<file path="config.mk">
export PLATFORM = sky130hd
export DESIGN_NAME = pipeline_debug_ctrl
export DESIGN_NICKNAME = d
export VERILOG_FILES = /design/src/rtl/pipeline_debug_ctrl.sv
export SDC_FILE = /design/constraint.sdc
export NUM_CORES = 1
export LEC_CHECK = 0
export ABC_AREA = 1
export BUFFER_PORTS_ARGS = -buffer_cell sky130_fd_sc_hd__buf_2
export CAP_MARGIN = 30
export CORE_ASPECT_RATIO = 0.9
export CORE_MARGIN = 2
export CORE_UTILIZATION = 58
export CTS_CLUSTER_DIAMETER = 30
export CTS_CLUSTER_SIZE = 16
export DETAILED_ROUTE_END_ITERATION = 8
export GPL_TIMING_DRIVEN = 0
export PLACE_DENSITY_LB_ADDON = 0.25
export SLEW_MARGIN = 40
export SYNTH_ARGS = -nofsm -noshare
export SYNTH_HDL_FRONTEND = slang
export SYNTH_SLANG_ARGS = --single-unit
</file>
<file path="constraint.sdc">
create_clock -name clk -period 2.1 [get_ports clk]
set_input_delay 0.42 -clock clk [delete_from_list [all_inputs] [get_ports clk]]
set_output_delay 0.42 -clock clk [all_outputs]
set_load 0.03 [all_outputs]
</file>
<file path="src/rtl/pipeline_debug_ctrl.sv">
// Run-control and snapshot engine for the pipelined MIPS core: free-run, N-cycle step,
// PC breakpoint, halt, and a byte-serial dump of register/memory/PC words over UART.
module pipeline_debug_ctrl #(
  parameter int DATA_W   = 32,
  parameter int NUM_REGS = 32,
  parameter int NUM_MEM  = 5,
  parameter int STEP_W   = 16,
  localparam int SEL_W   = $clog2(NUM_REGS + NUM_MEM + 1)
) (
  input  logic              clk,
  input  logic              rst_n,
  input  logic              rx_valid,
  input  logic [7:0]        rx_data,
  input  logic              tx_ready,
  output logic              tx_valid,
  output logic [7:0]        tx_data,
  input  logic [DATA_W-1:0] pc,
  output logic [SEL_W-1:0]  snap_sel,
  input  logic [DATA_W-1:0] snap_data,
  output logic              enable,
  output logic              enable_pc,
  output logic              halted
);
  localparam int DB  = DATA_W / 8;
  localparam int SB  = STEP_W / 8;
  localparam int AB  = (DB > SB) ? DB : SB;
  localparam int AW  = AB * 8;
  localparam int ACW = $clog2(AB + 1);
  localparam int BCW = $clog2(DB + 1);
  localparam logic [SEL_W-1:0] SEL_LAST = SEL_W'(NUM_REGS + NUM_MEM);

  localparam logic [7:0] CMD_C = 8'h63;
  localparam logic [7:0] CMD_S = 8'h73;
  localparam logic [7:0] CMD_B = 8'h62;
  localparam logic [7:0] CMD_X = 8'h78;
  localparam logic [7:0] CMD_D = 8'h64;
  localparam logic [7:0] CMD_H = 8'h68;

  typedef enum logic [2:0] {S_IDLE, S_ARG, S_RUN, S_STEP, S_DUMP} state_t;
  state_t state, state_next;

  logic              arg_is_step;
  logic [ACW-1:0]    arg_cnt;
  logic [AW-1:0]     arg_shift;
  logic [AW-1:0]     arg_val;
  logic              bp_valid;
  logic [DATA_W-1:0] bp_addr;
  logic [STEP_W-1:0] step_cnt;
  logic              first;
  logic              load;
  logic [BCW-1:0]    byte_cnt;
  logic [DATA_W-1:0] shift;

  logic rx_halt, arg_last, arg_done, bp_hit, xfer, byte_last, sel_last, run_en;

  assign rx_halt   = rx_valid && (rx_data == CMD_H);
  assign arg_val   = AW'({arg_shift, rx_data});
  assign arg_last  = arg_cnt == (arg_is_step ? ACW'(SB - 1) : ACW'(DB - 1));
  assign arg_done  = rx_valid && arg_last;
  // first masks the match on the first RUN cycle so 'c' from a breakpoint PC advances
  assign bp_hit    = bp_valid && (pc == bp_addr) && !first;
  assign xfer      = tx_valid && tx_ready;
  assign byte_last = byte_cnt == BCW'(DB - 1);
  assign sel_last  = snap_sel == SEL_LAST;
  assign tx_data   = shift[DATA_W-1 -: 8];

  always_ff @(posedge clk or negedge rst_n) begin
    if (!rst_n) state <= S_IDLE;
    else        state <= state_next;
  end

  always_comb begin
    state_next = state;
    case (state)
      S_IDLE: if (rx_valid) begin
        case (rx_data)
          CMD_C:        state_next = S_RUN;
          CMD_S, CMD_B: state_next = S_ARG;
          CMD_D:        state_next = S_DUMP;
          default:      state_next = S_IDLE;
        endcase
      end
      S_ARG: if (arg_done) begin
        if (arg_is_step && (arg_val[STEP_W-1:0] != '0)) state_next = S_STEP;
        else                                            state_next = S_IDLE;
      end
      S_RUN:   if (rx_halt || bp_hit) state_next = S_IDLE;
      S_STEP:  if (rx_halt || (step_cnt == STEP_W'(1))) state_next = S_IDLE;
      S_DUMP:  if (xfer && byte_last && sel_last) state_next = S_IDLE;
      default: state_next = S_IDLE;
    endcase
  end

  always_comb begin
    run_en = 1'b0;
    halted = 1'b0;
    case (state)
      S_IDLE:  halted = 1'b1;
      S_RUN:   run_en = !bp_hit;
      S_STEP:  run_en = 1'b1;
      default: run_en = 1'b0;
    endcase
    enable    = run_en;
    enable_pc = run_en;
  end

  always_ff @(posedge clk or negedge rst_n) begin
    if (!rst_n) begin
      arg_is_step <= 1'b0;
      arg_cnt     <= '0;
      arg_shift   <= '0;
      bp_valid    <= 1'b0;
      bp_addr     <= '0;
      step_cnt    <= '0;
      first       <= 1'b1;
      load        <= 1'b0;
      byte_cnt    <= '0;
      shift       <= '0;
      tx_valid    <= 1'b0;
      snap_sel    <= '0;
    end else begin
      first <= (state != S_RUN);
      case (state)
        S_IDLE: if (rx_valid) begin
          if (rx_data == CMD_S || rx_data == CMD_B) begin
            arg_is_step <= (rx_data == CMD_S);
            arg_cnt     <= '0;
            arg_shift   <= '0;
          end
          if (rx_data == CMD_X) bp_valid <= 1'b0;
          if (rx_data == CMD_D) begin
            load     <= 1'b1;
            snap_sel <= '0;
            byte_cnt <= '0;
          end
        end
        S_ARG: if (rx_valid) begin
          arg_shift <= arg_val;
          arg_cnt   <= arg_cnt + 1'b1;
          if (arg_last) begin
            if (arg_is_step) begin
              step_cnt <= arg_val[STEP_W-1:0];
            end else begin
              bp_addr  <= arg_val[DATA_W-1:0];
              bp_valid <= 1'b1;
            end
          end
        end
        S_STEP: step_cnt <= rx_halt ? '0 : step_cnt - 1'b1;
        S_DUMP: begin
          // load cycle: snap_sel has been stable for a full cycle before capture
          if (load) begin
            shift    <= snap_data;
            tx_valid <= 1'b1;
            byte_cnt <= '0;
            load     <= 1'b0;
          end else if (xfer) begin
            if (byte_last) begin
              tx_valid <= 1'b0;
              if (sel_last) begin
                snap_sel <= '0;
              end else begin
                snap_sel <= snap_sel + 1'b1;
                load     <= 1'b1;
              end
            end else begin
              shift    <= shift << 8;
              byte_cnt <= byte_cnt + 1'b1;
            end
          end
        end
        default: ;
      endcase
    end
  end
endmodule

</file>
* Yosys cells after proc, flatten, opt, wreduce, memory -nomap -nowiden
Cells that the tools add are included.
Word-level totals: bits in registers 124, output and inout bits 18
Cells by class: add/subtract/negate cells 4, equality and inequality tests 34, multiplexer cells 56, bitwise logic cells 1, reductions and logical operators 32
Operator list (count):
- two-way mux 32 bit | 3
- two-way mux 24 bit | 3
- two-way mux 16 bit | 4
- == test 8 x 7 -> 1 bit, second input constant | 6
- case mux 24 bit (2 select lines) | 1
- two-way mux 3 bit | 13
- two-way mux 6 bit | 6
- == test 32 bit | 1
- != test 2 bit, second input constant | 16
- case mux 16 bit (2 select lines) | 1
- == test 16 x 1 -> 1 bit, second input constant | 1
- nonzero test 16 bit | 1
- subtractor 16 x 1 -> 16 bit, second input constant | 1
- two-way mux 1 bit | 15
- case mux 3 bit (5 select lines) | 1
- case mux 3 bit (2 select lines) | 2
- case mux 6 bit (2 select lines) | 1
- AND reduction 3 bit | 4
- AND reduction 4 bit | 3
- AND reduction 6 bit | 2
- AND reduction 5 bit | 2
- nonzero test 2 bit | 5
- == test 3 x 2 -> 1 bit, second input constant | 3
- case mux 3 bit (3 select lines) | 1
- 16 further kinds | 31

* Depth between registers and ports, before layout
Gate-level depths: netlist of the first run.
depth in word-level cells 6, gate-level depth with buffers 13

* Worst setup path before layout of the first run
Ideal clock, no wire load.
kind register -> output, start point register state[0], end point output enable_pc, arrival time 1501 ps, slack 179 ps, stages on the path, launching flop included 7, buffers on the path 2, cells stage by stage dfrtp_1 > inv_2 > nor3_4 > inv_1 > clkbuf_1 > nand2_1 > buf_4
On the way: word-level cells in the longest chain between the ends 2
RTL lines:
- start: declaration | line 40 | state_t state, state_next;
- start signal: assignment | line 69 | else state <= state_next;
- == test 3 x 2 -> 1 bit | line 97 | case (state)
- case mux 1 bit (2 select lines) * | line 97
- end: declaration | line 21 | output logic enable_pc,
Every way passes the cells marked *; elsewhere a longest branch is shown, timed or not.

* Final worst setup path of the first run
start point register bp_addr[30], end point output enable_pc
On the way: word-level cells in the longest chain between the ends 5
RTL lines:
- start: declaration | line 47 | logic [DATA_W-1:0] bp_addr;
- start signal: assignment | line 144 | bp_addr <= arg_val[DATA_W-1:0];
- == test 32 bit | line 61 | assign bp_hit = bp_valid && (pc == bp_addr) && !first;
- logical AND 1 bit (2 in a row) | line 61
- logical NOT 1 bit | line 99 | S_RUN: run_en = !bp_hit;
- case mux 1 bit (2 select lines) | line 97
Every way passes these cells.

==> results.py, run 1 <==
metrics = {
    "job": {
        "max_cap_viol_count": 0,
    },
    "sta": {
        "timing.final.setup_violations": 2,
        "finalCriticalPeriod_ps": 2290,
        "final_min_period_over_clock_period_pct": 109,
        "timing_worst_slew_pin_value_ps": 465,
        "maxSlewHeadroom_pct": 69.0,
        "final.setup.worst_slack_ps": -194,
        "drv_slew": 0,
        "clock.fmax_mhz": 436,
        "setup_repair_after_global_routing_missed_its_margin": "true",
        "setup_total_negative_slack_ps": -288,
        "finalHoldViolCount": 0,
        "final.setup_skew_ps": 11.9,
    },
    "route": {
        "via_per_instance_ratio": 5.35,
        "drt_iter0_drc": 510,
        "vias": 6110,
        "postRouteAntennaNets": 0,
        "first_pass_iters": 5,
        "wirelength_um": 16500,
        "routedWlPerCell_um": 14.5,
        "remaining_drc_errors": 0,
    },
    "worst_hold_path": {
        "hold_path.class": "primary input to flop",
    },
    "worst_setup_path": {
        "cp_data_required_time_ps": 1680,
        "cp_max_fo": 2,
        "timing.critical_path.to_type": "primary output",
        "cp_data_arrival_time_ps": 1870,
        "startpoint_type": "flop",
        "setup.worst_path.class": "flop to primary output",
    },
    "placement": {
        "port_buffers": 93,
        "detailedPlacementHpwl_um": 11400,
        "gp_congestion": 0.947,
        "post_dp_cell_area_mm2": 0.00725,
    },
    "power_and_ir_drop": {
        "net_switching_share_of_the_total_power_pct": 30.4,
        "power_switching_mw": 2.43,
        "pwr-share-seq_pct": 38.7,
        "p_leak_nw": 4.06,
        "pwr-share-clk_pct": 39.1,
        "cellInternalPower_mw": 5.55,
        "vdd_drop_max_mv": 0.889,
        "p_total_mw": 7.98,
        "powerDensity_mw_per_mm2": 991,
        "pwr-share-comb_pct": 22.2,
    },
    "grt": {
        "overall_global_routing_usage_pct": 28.6,
        "globalRoute.totalOverflow": 0,
        "first_global_vias": 5921,
        "grt_first_pass_wirelength_um": 27400,
        "grt_max_degree": 46,
        "grt_antenna_before_repair": 0,
    },
    "cells_and_area": {
        "postLayoutCoreUtil_pct": 73.8,
        "diodes": 0,
        "area_growth_pct": 23.1,
        "fillerInstances": 851,
        "drive_above_1_share_pct": 20.4,
        "stdcell_area_mm2": 0.00805,
        "design.final.nets": 1060,
    },
    "logic_synthesis": {
        "postSynthCellCount": 853,
        "synth-seq-cells": 124,
        "yosys.area_share.xor_xnor_pct": 2.81,
        "yosys_warnings": 0,
        "netlist_area_mm2": 0.00654,
        "synth.avg_cell_area_um2": 7.67,
        "main_combinational_cell_family_by_area_after_synthesis": "simple AND/OR/NAND/NOR gates",
        "syn_nets": 936,
        "synthAdderAreaFrac_pct": 1.34,
        "synth_simple_gate_area_share_pct": 24.6,
        "seq_area_frac_synth_pct": 47.5,
        "synth.mux.area_fraction_pct": 0,
        "synth-compound-area-share_pct": 13.0,
        "synth_cell_type_count": 37,
    },
    "floorplan": {
        "initial_utilization_pct": 60.0,
        "fp.dieArea_mm2": 0.0121,
        "floorplan.core_area_mm2": 0.0109,
        "fp.dieW_um": 116,
        "io_pins": 94,
        "core.rowCount": 36,
        "die-height_um": 105,
    },
    "status": {
        "outcome": "finished with violations",
        "violations": "negative setup slack",
    },
    "clocking": {
        "clock_latency_on_the_worst_skew_pair_ps": 410,
        "tritoncts": "built",
        "clk_pin_slew_worst_paths_ps": 60,
        "cts-buffers-inserted": 17,
        "clock_tree.buffer_depth": 2,
        "root_buffer_cell": "clkbuf_16",
        "numClockSinks": 124,
        "htreeDepth": 4,
    },
}
## cells in the final DEF, fill, tap and decap left out, types with 9 or more instances in the layout
cell type  instances
xnor2_1           11
o21ai_1           21
nor2_1            57
xor2_1             9
buf_4             20
clkbuf_1          14
inv_2             10
nand4_1           12
inv_1            112
nand2_1          210
nand3_1           55
dfrtp_1          123
clkbuf_16         17
o21ai_0           84
nor3_1            10
buf_2             99
a21oi_1           39
## cell families (layout without fill, tap and decap cells)
group,Yosys count,count (layout)
xor+xnor,21,21
compound gates,162,162
buf+inv,164,301
simple gates,375,375
flops,124,124
fa+ha+maj,7,7
## cells in the mapped netlist, drive strengths merged
master / instances / area [um2]
nand3b: 1 / 7.51
ha: 7 / 87.6
o221ai: 1 / 8.76
a31oi: 1 / 6.26
dfstp: 1 / 26.3
nor2: 67 / 284
buf: 28 / 193
nand4: 13 / 87.6
nand2: 216 / 811
clkbuf: 14 / 52.6
nand3: 58 / 295
or2: 5 / 31.3
a21oi: 40 / 204
o21ai: 105 / 526
dfrtp: 123 / 3080
o31ai: 2 / 15.0
and3: 1 / 6.26
nor3: 11 / 66.3
o22ai: 3 / 18.8
nor4: 3 / 18.8
xnor2: 12 / 105
a211oi: 1 / 7.51
a22oi: 7 / 52.6
xor2: 9 / 78.8
inv: 122 / 458
o21a: 2 / 15.0
## through the flow
| stage | setup WS, ps | cells | hold WS [ps] |
|---|---|---|---|
| final | -194 | 1142 | 236 |
| after global routing | -290 | 1142 | 272 |
| after CTS | -274 | 1136 | 242 |
| after detailed placement | -10.7 | 1100 | 322 |
| after global placement | -982 | 1098 | 469 |
| after floorplan | 179 | 853 | 124 |
## registers in the layout, indices dropped and copies added (netlist names)
register / count
first: 1
arg_shift: 24
snap_sel: 6
arg_cnt: 3
bp_valid: 1
byte_cnt: 3
tx_valid: 1
step_cnt: 16
state: 3
arg_is_step: 1
shift: 32
bp_addr: 32
load: 1
## cell type report
class / count / area (um2) / share of cell area, %
Sequential cell: 124 / 3100 / 38.6
Clock inverter: 10 / 163 / 2.02
Timing Repair Buffer: 105 / 613 / 7.62
Buffer: 42 / 258 / 3.20
Tap cell: 152 / 190 / 2.36
Clock buffer: 22 / 474 / 5.89
Inverter: 122 / 458 / 5.69
Multi-Input combinational cell: 565 / 2790 / 34.6
## power groups by stage
stage	Clock, mW	Combinational [mW]	Sequential, mW
finish	3.12	1.77	3.09
global route	3.26	1.98	3.13
CTS	3.14	1.75	3.08
detailed placement	0	1.70	3.11
global placement	0	1.65	3.10
floorplan	0	1.18	3.08
## timing repair
item,CTS,global route
setup buffers,3,6
resized for setup,12,20
endpoints found under the setup margin,3,13
hold buffers,1,0
endpoints found under the hold margin,39,0
pin swaps,5,8
## final timing paths
kind | startpoint | end | slack [ps] | depth (start not counted)
max reg2reg | byte_cnt[0] | shift[8] | 200 | 9
min | rx_data[7] | bp_addr[7] | 240 | 3
min reg2reg | byte_cnt[1] | byte_cnt[1] | 490 | 2
min in group asynchronous | rst_n | bp_addr[11] | 470 | 2
max in group asynchronous | rst_n | step_cnt[10] | 1090 | 3
max | bp_addr[30] | enable_pc | -190 | 12
## worst max-delay path: stages, from the launching register on
cell and delay (ps):
dfrtp_1 400, inv_2 70, nand2_2 50, nand2_2 60
nand3_2 90, nor2_4 120, nand3_2 90, nor2_2 100
nand2_2 90, nand2_2 80, nand2_4 60, buf_6 120
buf_6 120
## per-layer routing
metal | wire, um | global-route usage [%] | vias up
met1 | 7360 | 39.0 | 2897
li1 | - | - | 2966
met5 | 0 | 0 | -
met3 | 827 | 4.76 | 36
met4 | 380 | 9.69 | 0
met2 | 7960 | 46.4 | 211
Note: power is estimated with default switching activity, not from simulation.
==> run 2: changes to the inputs <==
- ABC_AREA: 1 -> default
- CORE_UTILIZATION: 58 -> 57
==> results.py, run 2 <==
metrics = {
    "worst_setup_path": {
        "rr_startpoint": "step_cnt[7]",
        "max_stage_delay_ps": 400,
        "timing.critical_path.to_type": "primary output",
        "worst_path_dominant_cell_family": "simple AND/OR/NAND/NOR gates",
        "cp_data_required_time_ps": 1680,
        "startpoint_type": "flop",
        "r2r_setup_slack_ps": 10,
        "cp_num_buf_inv": 2,
        "cpMaxStageDelayCell": "dfrtp_1",
        "setup.worst_path.class": "flop to primary output",
        "critical_path.most_common_cell": "buf_6",
        "cp_max_fo": 2,
        "cp_data_arrival_time_ps": 2190,
        "cp_cell_sequence": "xnor2_2, nand4_1, nor4_2, nand3_1, o211a_1, buf_6, buf_6",
        "r2r_end": "step_cnt[14]",
        "timing.reg2reg.worst_path_depth": 6,
    },
    "clocking": {
        "clock_latency_on_the_worst_skew_pair_ps": 430,
        "numClockSinks": 124,
        "htreeDepth": 4,
        "clock_tree.buffer_depth": 2,
        "clk_pin_slew_worst_paths_ps": 60,
        "tritoncts": "built",
        "cts-buffers-inserted": 17,
        "root_buffer_cell": "clkbuf_16",
    },
    "grt": {
        "grt_max_degree": 67,
        "first_global_vias": 5116,
        "grt_antenna_before_repair": 0,
        "overall_global_routing_usage_pct": 28.3,
        "grt_first_pass_wirelength_um": 25200,
        "globalRoute.totalOverflow": 0,
    },
    "cells_and_area": {
        "drive_above_1_share_pct": 31.2,
        "diodes": 0,
        "stdcell_area_mm2": 0.00777,
        "area_growth_pct": 25.9,
        "fillerInstances": 765,
        "mostFrequentLayoutCells": "120 x dfrtp_1, 96 x buf_2, 89 x nand2_1",
        "largest_registers": "bp_addr x32, shift x32, arg_shift x24",
        "postLayoutCoreUtil_pct": 72.8,
        "mostFrequentLayoutCell": "dfrtp_1",
        "design.final.nets": 823,
    },
    "logic_synthesis": {
        "synth_most_common_cell": "dfrtp_1",
        "synth-edff-count": 0,
        "netlist_area_mm2": 0.00617,
        "synth_top_flop_cell": "dfrtp_1",
        "post-synth-top-area-fraction_pct": 49.9,
        "synthTopCellsByCount": "123 x dfrtp_1, 90 x nand2_1, 87 x o21ai_0",
        "synth-seq-cells": 124,
        "syn_nets": 698,
        "seq_area_frac_synth_pct": 50.3,
        "synth_top_area_cell": "dfrtp_1",
        "postSynthCellCount": 615,
        "synth_cell_type_count": 59,
        "synth.avg_cell_area_um2": 10.0,
        "synth_area_leaders": "dfrtp_1 50%, o21ai_0 7.1%, mux2_2 6.2%, nand2_1 5.5%, xnor2_1 4.5%",
        "yosys_warnings": 0,
        "ys_async_sr_fraction_pct": 100,
    },
    "floorplan": {
        "initial_utilization_pct": 57.8,
        "fp.dieW_um": 114,
        "io_pins": 94,
        "fp.dieArea_mm2": 0.0117,
        "core.rowCount": 36,
        "floorplan.core_area_mm2": 0.0107,
        "die-height_um": 103,
    },
    "power_and_ir_drop": {
        "p_leak_nw": 3.64,
        "powerDensity_mw_per_mm2": 747,
        "vdd_drop_max_mv": 0.609,
    },
    "status": {
        "violations": "negative setup slack",
        "outcome": "finished with violations",
    },
    "sta": {
        "finalHoldViolCount": 0,
        "finalCriticalPeriod_ps": 2610,
        "setup_repair_after_global_routing_missed_its_margin": "true",
        "final.setup.worst_slack_ps": -505,
        "final.setup_skew_ps": 8.32,
        "worst_hold_slack_ps": 212,
        "clock.fmax_mhz": 384,
        "timing.final.setup_violations": 2,
        "drv_slew": 0,
        "maxSlewHeadroom_pct": 50.6,
        "final_min_period_over_clock_period_pct": 124,
        "timing_worst_slew_pin_value_ps": 740,
        "setup_total_negative_slack_ps": -954,
    },
    "worst_hold_path": {
        "hold_path.class": "primary input to flop",
        "hold-path-endpoint": "shift[7]",
        "min_from": "snap_data[7]",
        "holdPathStages": 2,
    },
    "route": {
        "drt_iter0_drc": 379,
        "postRouteAntennaNets": 0,
        "vias": 5202,
        "wirelength_um": 15900,
        "first_pass_iters": 5,
        "remaining_drc_errors": 0,
        "via_per_instance_ratio": 5.88,
        "routedWlPerCell_um": 18.0,
    },
    "placement": {
        "detailedPlacementHpwl_um": 10500,
        "dpl_worst_slack_ps": -529,
        "gp_congestion": 0.913,
        "port_buffers": 92,
        "post_dp_cell_area_mm2": 0.00685,
    },
    "job": {
        "max_cap_viol_count": 0,
    },
}
-- run 2: cell types whose count changed in the layout (fill, tap and decap cells not counted), sizes merged, moves of 14 or more --
cell | previous run | this run
nand2 | 216 | 90
inv | 122 | 9
nand3 | 58 | 12
nor2 | 67 | 22
mux2 | 0 | 35
mux2i | 0 | 24
a21oi | 40 | 18
xnor2 | 12 | 32
o21ai | 105 | 91
-- run 2: metrics by stage --
step                std cells  power (mW)
floorplan                 615        2.64
CTS                       874        5.77
global placement          840        2.81
global route              884        5.97
finish                    884        5.80
detailed placement        841        2.83
-- run 2: kinds of logic (layout without fill, tap and decap cells) --
| group | after synthesis | in the layout | synth area share, % |
|---|---|---|---|
| AND/OR/NAND/NOR | 192 | 192 | 15.4 |
| AO/OA/AOI/OAI | 143 | 143 | 13.3 |
| flip-flops | 124 | 124 | 50.3 |
| multiplexers | 59 | 59 | 10.3 |
| buffers and inverters | 55 | 191 | 4.24 |
| XOR/XNOR | 35 | 35 | 4.97 |
| adder cells (fa/ha/maj) | 7 | 7 | 1.42 |
-- run 2: worst max-delay path by stage --
stage / depth (start not counted) / slack [ps] / end / startpoint
floorplan: 6 / 7 / state[0] / step_cnt[4]
global placement: 1 / -910 / shift[28] / rst_n
detailed placement: 7 / -530 / arg_shift[19] / rx_data[5]
CTS: 7 / -570 / enable_pc / bp_addr[31]
global route: 7 / -600 / enable_pc / bp_addr[16]
finish: 7 / -510 / enable_pc / bp_addr[29]
-- run 2: final cells by class --
cell class / count / area (um2) / area share [%]
clock buffer: 23 / 468 / 6.02
clock inverter: 7 / 115 / 1.48
inverter: 9 / 33.8 / 0.435
tap: 133 / 166 / 2.14
timing repair buffer: 110 / 647 / 8.33
buffer: 42 / 255 / 3.29
sequential: 124 / 3110 / 40.0
multi-input combinational: 436 / 2970 / 38.3
-- run 2: power breakdown --
| part | switching, mW | internal, mW | leakage (nW) |
|---|---|---|---|
| combinational | 0.243 | 0.193 | 1.68 |
| sequential | 0.0187 | 2.41 | 1.68 |
| clock | 1.03 | 1.91 | 0.279 |
| total | 1.29 | 4.51 | 3.64 |
-- run 2: metal layers --
metal / GRT usage, % / routed length, um
met5: 0 / 0
met4: 11.7 / 314
met3: 7.70 / 980
met2: 45.5 / 7700
met1: 37.0 / 6880
-- run 2: repair_timing --
action,in CTS,in global routing
gates cloned,0,1
hold buffers,1,0
pin swaps,11,21
setup buffers,5,10
resized for setup,27,43
endpoints found under the setup margin,73,83
endpoints found under the hold margin,58,0
